==> config.mk <==
export PLATFORM = sky130hd
export DESIGN_NAME = neuron_mac_seq
export DESIGN_NICKNAME = d
export VERILOG_FILES = /design/src/rtl/neuron_mac_seq_pkg.sv /design/src/rtl/neuron_mac_seq_mnozenje.sv /design/src/rtl/neuron_mac_seq_sigmoid.sv /design/src/rtl/neuron_mac_seq.sv
export SDC_FILE = /design/constraint.sdc
export NUM_CORES = 2
export LEC_CHECK = 0
export ABC_CLOCK_PERIOD_IN_PS = 17800
export CORE_ASPECT_RATIO = 0.8
export CORE_MARGIN = 2
export CORE_UTILIZATION = 60
export CTS_BUF_LIST = sky130_fd_sc_hd__clkbuf_8
export DETAILED_ROUTE_END_ITERATION = 8
export GPL_ROUTABILITY_DRIVEN = 0
export MAX_ROUTING_LAYER = met4
export PLACE_DENSITY = 0.77
export SYNTH_ARGS = -nofsm -noshare
export SYNTH_HDL_FRONTEND = slang
export SYNTH_SLANG_ARGS = --single-unit
==> constraint.sdc <==
create_clock -name clk -period 17.8 [get_ports clk]
set_clock_uncertainty 0.1 [all_clocks]
set_input_delay 3.56 -clock clk [delete_from_list [all_inputs] [get_ports clk]]
set_output_delay 3.56 -clock clk [all_outputs]
set_load 0.005 [all_outputs]
==> src/rtl/neuron_mac_seq_pkg.sv <==
// Shared definitions for the time-multiplexed neuron: default widths,
// FSM state encoding and the saturating accumulator add.
package neuron_mac_seq_pkg;

  localparam int DATA_W_DEF = 16;
  localparam int ACC_W_DEF  = 22;

  typedef enum logic [1:0] {
    ST_IDLE = 2'd0,
    ST_ACC  = 2'd1,
    ST_DIFF = 2'd2,
    ST_OUT  = 2'd3
  } state_e;

  // Unsigned add clamped to 2^w-1; a clamped sum stays clamped since addends are magnitudes.
  function automatic logic [31:0] sat_add(input logic [31:0] a, input logic [31:0] b,
                                          input int unsigned w);
    logic [32:0] sum;
    logic [32:0] lim;
    sum = {1'b0, a} + {1'b0, b};
    lim = (33'd1 << w) - 33'd1;
    return (sum > lim) ? lim[31:0] : sum[31:0];
  endfunction

endpackage

==> src/rtl/neuron_mac_seq_mnozenje.sv <==
// mnozenje: sign-magnitude weight times unsigned sample, Q2.14-scaled magnitude
// product plus the weight sign that selects the accumulator.
module mnozenje #(
  parameter int DATA_W = 16
) (
  input  logic [DATA_W-1:0] i_w,
  input  logic [DATA_W-1:0] i_s,
  output logic [DATA_W:0]   o_prod,
  output logic              o_neg
);

  logic [2*DATA_W-2:0] w_full;

  assign w_full = {{DATA_W{1'b0}}, i_w[DATA_W-2:0]} * {{(DATA_W-1){1'b0}}, i_s};
  assign o_prod = w_full[2*DATA_W-2:DATA_W-2];
  assign o_neg  = i_w[DATA_W-1];

endmodule

==> src/rtl/neuron_mac_seq_sigmoid.sv <==
// Sigmoid_LUT: piecewise-linear sigmoid around 0x8000; slope 1/64 of |P-N|,
// clipped so the probability stays within 0x0001..0xFFFF.
module Sigmoid_LUT #(
  parameter int ACC_W = 22
) (
  input  logic [ACC_W-1:0] i_suma,
  input  logic             i_predznak,
  output logic [15:0]      o_izlaz
);

  logic [31:0] w_step;
  logic [14:0] w_f;

  assign w_step  = 32'(i_suma) >> 6;
  assign w_f     = (w_step > 32'h0000_7FFF) ? 15'h7FFF : w_step[14:0];
  assign o_izlaz = i_predznak ? (16'h8000 - {1'b0, w_f}) : (16'h8000 + {1'b0, w_f});

endmodule

==> src/rtl/neuron_mac_seq.sv <==
// Streamed neuron: one shared multiplier, writable sign-magnitude weights, separate
// positive/negative saturating sums, |P-N| plus sign mapped through Sigmoid_LUT.
module neuron_mac_seq
  import neuron_mac_seq_pkg::*;
#(
  parameter int N_INPUTS = 60,
  parameter int DATA_W   = DATA_W_DEF,
  parameter int ACC_W    = ACC_W_DEF,
  parameter int IDX_W    = $clog2(N_INPUTS)
) (
  input  logic              clk,
  input  logic              rst_n,
  input  logic              wt_we,
  input  logic [IDX_W-1:0]  wt_addr,
  input  logic [DATA_W-1:0] wt_data,
  input  logic              s_valid,
  output logic              s_ready,
  input  logic [DATA_W-1:0] s_data,
  input  logic              s_last,
  output logic              out_valid,
  input  logic              out_ready,
  output logic [15:0]       izlaz,
  output logic              predznak,
  output logic              wt_err,
  output logic              frame_err
);

  localparam int               PROD_W   = DATA_W + 1;
  localparam logic [IDX_W-1:0] LAST_IDX = IDX_W'(N_INPUTS - 1);
  localparam logic [IDX_W:0]   N_LIM    = (IDX_W + 1)'(N_INPUTS);

  state_e            r_state;
  logic [IDX_W-1:0]  r_count;
  logic [ACC_W-1:0]  r_p_acc;
  logic [ACC_W-1:0]  r_n_acc;
  logic [DATA_W-1:0] r_wt [N_INPUTS];
  logic              r_s_ready;
  logic              r_out_valid;
  logic [15:0]       r_izlaz;
  logic              r_predznak;
  logic              r_wt_err;
  logic              r_frame_err;

  logic              w_beat;
  logic              w_wt_ok;
  logic              w_is_last;
  logic              w_p_gt;
  logic [DATA_W-1:0] w_wt;
  logic [PROD_W-1:0] w_prod;
  logic              w_neg;
  logic [ACC_W-1:0]  w_mag;
  logic [15:0]       w_lut;

  assign w_beat    = s_valid & r_s_ready;
  assign w_wt      = r_wt[r_count];
  assign w_is_last = (r_count == LAST_IDX);
  assign w_wt_ok   = (r_state == ST_IDLE) && ({1'b0, wt_addr} < N_LIM);
  // A tie counts as negative so the downstream sees a deterministic sign.
  assign w_p_gt    = (r_p_acc > r_n_acc);
  assign w_mag     = w_p_gt ? (r_p_acc - r_n_acc) : (r_n_acc - r_p_acc);

  mnozenje #(.DATA_W(DATA_W)) u_mul (
    .i_w   (w_wt),
    .i_s   (s_data),
    .o_prod(w_prod),
    .o_neg (w_neg)
  );

  Sigmoid_LUT #(.ACC_W(ACC_W)) u_lut (
    .i_suma    (w_mag),
    .i_predznak(~w_p_gt),
    .o_izlaz   (w_lut)
  );

  // Weights only change in IDLE; the index-0 beat in the same cycle still reads the old w[0].
  always_ff @(posedge clk or negedge rst_n) begin
    if (!rst_n) begin
      for (int i = 0; i < N_INPUTS; i++) r_wt[i] <= '0;
      r_wt_err <= 1'b0;
    end else begin
      if (wt_we && w_wt_ok) r_wt[wt_addr] <= wt_data;
      r_wt_err <= wt_we & ~w_wt_ok;
    end
  end

  always_ff @(posedge clk or negedge rst_n) begin
    if (!rst_n) begin
      r_state     <= ST_IDLE;
      r_count     <= '0;
      r_p_acc     <= '0;
      r_n_acc     <= '0;
      r_s_ready   <= 1'b0;
      r_out_valid <= 1'b0;
      r_izlaz     <= 16'h0000;
      r_predznak  <= 1'b0;
      r_frame_err <= 1'b0;
    end else begin
      case (r_state)
        ST_IDLE, ST_ACC: begin
          r_s_ready <= 1'b1;
          if (w_beat) begin
            if (w_neg) r_n_acc <= ACC_W'(sat_add(32'(r_n_acc), 32'(w_prod), ACC_W));
            else       r_p_acc <= ACC_W'(sat_add(32'(r_p_acc), 32'(w_prod), ACC_W));
            if (s_last != w_is_last) r_frame_err <= 1'b1;
            if (w_is_last) begin
              r_count   <= '0;
              r_s_ready <= 1'b0;
              r_state   <= ST_DIFF;
            end else begin
              r_count <= r_count + IDX_W'(1);
              r_state <= ST_ACC;
            end
          end
        end
        ST_DIFF: begin
          r_izlaz     <= w_lut;
          r_predznak  <= ~w_p_gt;
          r_out_valid <= 1'b1;
          r_state     <= ST_OUT;
        end
        ST_OUT: begin
          if (out_ready) begin
            r_out_valid <= 1'b0;
            r_p_acc     <= '0;
            r_n_acc     <= '0;
            r_s_ready   <= 1'b1;
            r_state     <= ST_IDLE;
          end
        end
        default: r_state <= ST_IDLE;
      endcase
    end
  end

  assign s_ready   = r_s_ready;
  assign out_valid = r_out_valid;
  assign izlaz     = r_izlaz;
  assign predznak  = r_predznak;
  assign wt_err    = r_wt_err;
  assign frame_err = r_frame_err;

endmodule

==> results.sh <==
export IMPL_io_pins=65
export IMPL_wl_per_cell_um=24.44
export IMPL_layout_drive_gt1_share_pct=36.38
export IMPL_run_status="finished clean"
export IMPL_place_worst_setup_slack_ns=4.739
export IMPL_cp_end_kind="flip-flop"
export IMPL_dieArea_mm2=0.09947
export IMPL_min_period_over_period_pct=72.12
export IMPL_syn_nets=4765
export IMPL_crit_arrival_ns=13.42
export IMPL_cts_tree="yes"
export IMPL_hold_slack_ns=0.3764
export IMPL_power_leakage_nw=30.52
export IMPL_hold_viol=0
export IMPL_max_stage_delay_ns=0.98
export IMPL_drt_iter0_drc=2924
export IMPL_vias_per_cell=6.331
export IMPL_cts_sinks=1033
export IMPL_power_w=0.008998
export IMPL_grt_pass1_wl_um=222200
export IMPL_worst_pin_slew_ns=1.305
export IMPL_synth_ff_type="dfrtp_1"
export IMPL_fp_coreArea_mm2=0.09648
export IMPL_vdd_ir_drop_max_mv=0.3987
export IMPL_drc=0
export IMPL_yosysTopAreaCell="dfrtp_1"
export IMPL_synthCells=4363
export IMPL_htreeDepth=4
export IMPL_finalSetupTns_ns=0
export IMPL_critical_path_class="reg2reg"
export IMPL_synth_top_area_share_pct=44.44
export IMPL_critPathLaunchType="flip-flop"
export IMPL_antenna_found_initial=3
export IMPL_cts_setup_buffers=0
export IMPL_die_w_um=352.1
export IMPL_synth_area_leaders="dfrtp_1, mux2_2, mux4_2, fa_1, ha_1"
export IMPL_die_h_um=282.5
export IMPL_clockBufferDepth=3
export IMPL_final_antenna_net_count=0
export IMPL_relSlewSlack_pct=12.93
export IMPL_grt_use_total_pct=29.81
export IMPL_fin_crit_ns=12.84
export IMPL_cpMostUsedCell="fa_1"
export IMPL_cts_resized=0
export IMPL_synth_cell_types=97
export IMPL_vias=36410
export IMPL_cts_hold_buf=0
export IMPL_start_util_pct=60.29
export IMPL_overflow=0
export IMPL_worstSkewPairLatency_ns=0.82
export IMPL_hold_path_class="reg2reg"
export IMPL_path_clk_slew_ns=0.06
export IMPL_rsz0062_at_grt="no"
export IMPL_syn_to_final_growth_pct=7.902
export IMPL_synth_area_mm2=0.05817
export IMPL_drtPass1Iterations=5
export IMPL_io_buffers=64
export IMPL_avgSynthCellArea_um2=13.33
export IMPL_ys_ff_latch=1033
export IMPL_nNetsFinal=4745
export IMPL_ys_warn_count=0
export IMPL_critPathMaxFanout=78
export IMPL_grt_max_degree=175
export IMPL_async_flop_share_pct=100.0
export IMPL_max_freq_mhz=77.90
export IMPL_routed_wl_um=140500
export IMPL_yosysSeqAreaShare_pct=44.44
export IMPL_critPathSlowestCell="dfrtp_4"
export IMPL_slew_viol_final=0
export IMPL_cp_num_buf_inv=7
export IMPL_grt_pass1_vias=38100
export IMPL_dpl_cell_area_mm2=0.05965
export IMPL_powerDensity_mw_per_mm2=143.4
export IMPL_maxCapViolCount=0
export IMPL_dp_hpwl_um=87890
export IMPL_synth_edf_count=0
export IMPL_fillCellCount=7039
export IMPL_fin_area_mm2=0.06277
export IMPL_cts_root_buf="clkbuf_8"
export IMPL_required_ns=18.38
export IMPL_setup_viol=0
export IMPL_rows=102
export IMPL_crit_family="adder cells"
export IMPL_cts_buffers_inserted=158
export IMPL_worst_slack_ns=4.963
-- stage by stage --
stage	std cells	utilization, %
floorplan	4363	-
global placement	5483	61.83
detailed placement	5483	61.83
CTS	5745	65.04
global route	5749	65.05
finish	5751	65.06
-- layout by cell type, fill, tap and decap left out, types with 29 or more instances in the layout --
master	n
nor2_1	78
clkbuf_8	189
dfrtp_1	1030
fa_1	181
clkdlybuf4s50_1	47
xor2_1	29
a21o_1	35
nand3_1	33
ha_1	177
xnor2_1	36
mux2i_1	29
inv_1	325
and2_1	129
a21oi_1	117
o21ai_0	83
mux2_2	965
buf_4	64
mux4_2	291
nand2_1	228
-- where the power goes --
part / internal [W] / switching, W / total (W)
Sequential: 0.00253 / 0.000178 / 0.00271
Combinational: 0.00184 / 0.00248 / 0.00432
Clock: 0.00100 / 0.000963 / 0.00197
Total: 0.00537 / 0.00362 / 0.00900
-- worst paths after layout --
kind	start	endpoint	slack (ns)	cells past startpoint
worst max-delay path	r_count[0]	r_p_acc[5]	4.96	39
worst min-delay path	out_valid	out_valid	0.38	2
worst max register to register	r_count[0]	r_p_acc[5]	4.96	39
worst min register to register	out_valid	out_valid	0.38	2
max in group asynchronous	rst_n	r_wt[658]	12.06	4
min in group asynchronous	rst_n	izlaz[3]	2.58	1
-- layer usage --
layer | vias up | track usage, % | wire length, µm
li1 | 15570 | - | -
met1 | 19380 | 40.63 | 61020
met2 | 1199 | 46.77 | 67300
met3 | 262 | 4.794 | 8467
met4 | 0 | 9.018 | 3747
met5 | - | - | 0
-- Yosys cell counts, drive strengths merged, types with 29 or more instances --
master     n
dfrtp   1033
mux2     965
mux4     291
inv      281
clkbuf   232
nand2    231
fa       181
ha       177
and2     130
a21oi    119
nor2      94
o21ai     86
buf       80
xnor2     36
a21o      35
nand3     33
mux2i     29
xor2      29
-- kinds of logic after synthesis --
| group | share of synthesized area (%) |
|---|---|
| simple gates | 5.450 |
| buf+inv | 4.089 |
| flops | 44.44 |
| fa+ha+maj | 10.04 |
| xor+xnor | 0.9787 |
| compound gates | 4.562 |
| mux | 30.45 |
-- state kept, by name (all words and copies together), names as in the netlist --
| signal | count |
|---|---|
| r_wt | 960 |
| r_n_acc | 22 |
| r_p_acc | 22 |
| izlaz | 16 |
| r_count | 6 |
| r_state | 2 |
| frame_err | 1 |
| out_valid | 1 |
| predznak | 1 |
| s_ready | 1 |
| wt_err | 1 |
-- cell type report --
| cell class | instances | area (µm²) | share of cell area, % |
|---|---|---|---|
| multi-input cells | 2737 | 29980 | 47.77 |
| flip-flops and latches | 1033 | 25860 | 41.20 |
| clock buffers | 189 | 2601 | 4.144 |
| well taps | 1300 | 1627 | 2.591 |
| repair buffers | 132 | 1126 | 1.794 |
| inverters | 281 | 1057 | 1.684 |
| clock inverters | 73 | 498.0 | 0.7934 |
| diodes | 6 | 15.01 | 0.02392 |
-- tightest hold or removal path: cells and delay by family (launching register included) --
kind	cells	cell delay (ns)
flops	1	0.34
simple gates	2	0.10
No activity file was read; power rests on OpenSTA's default activity.
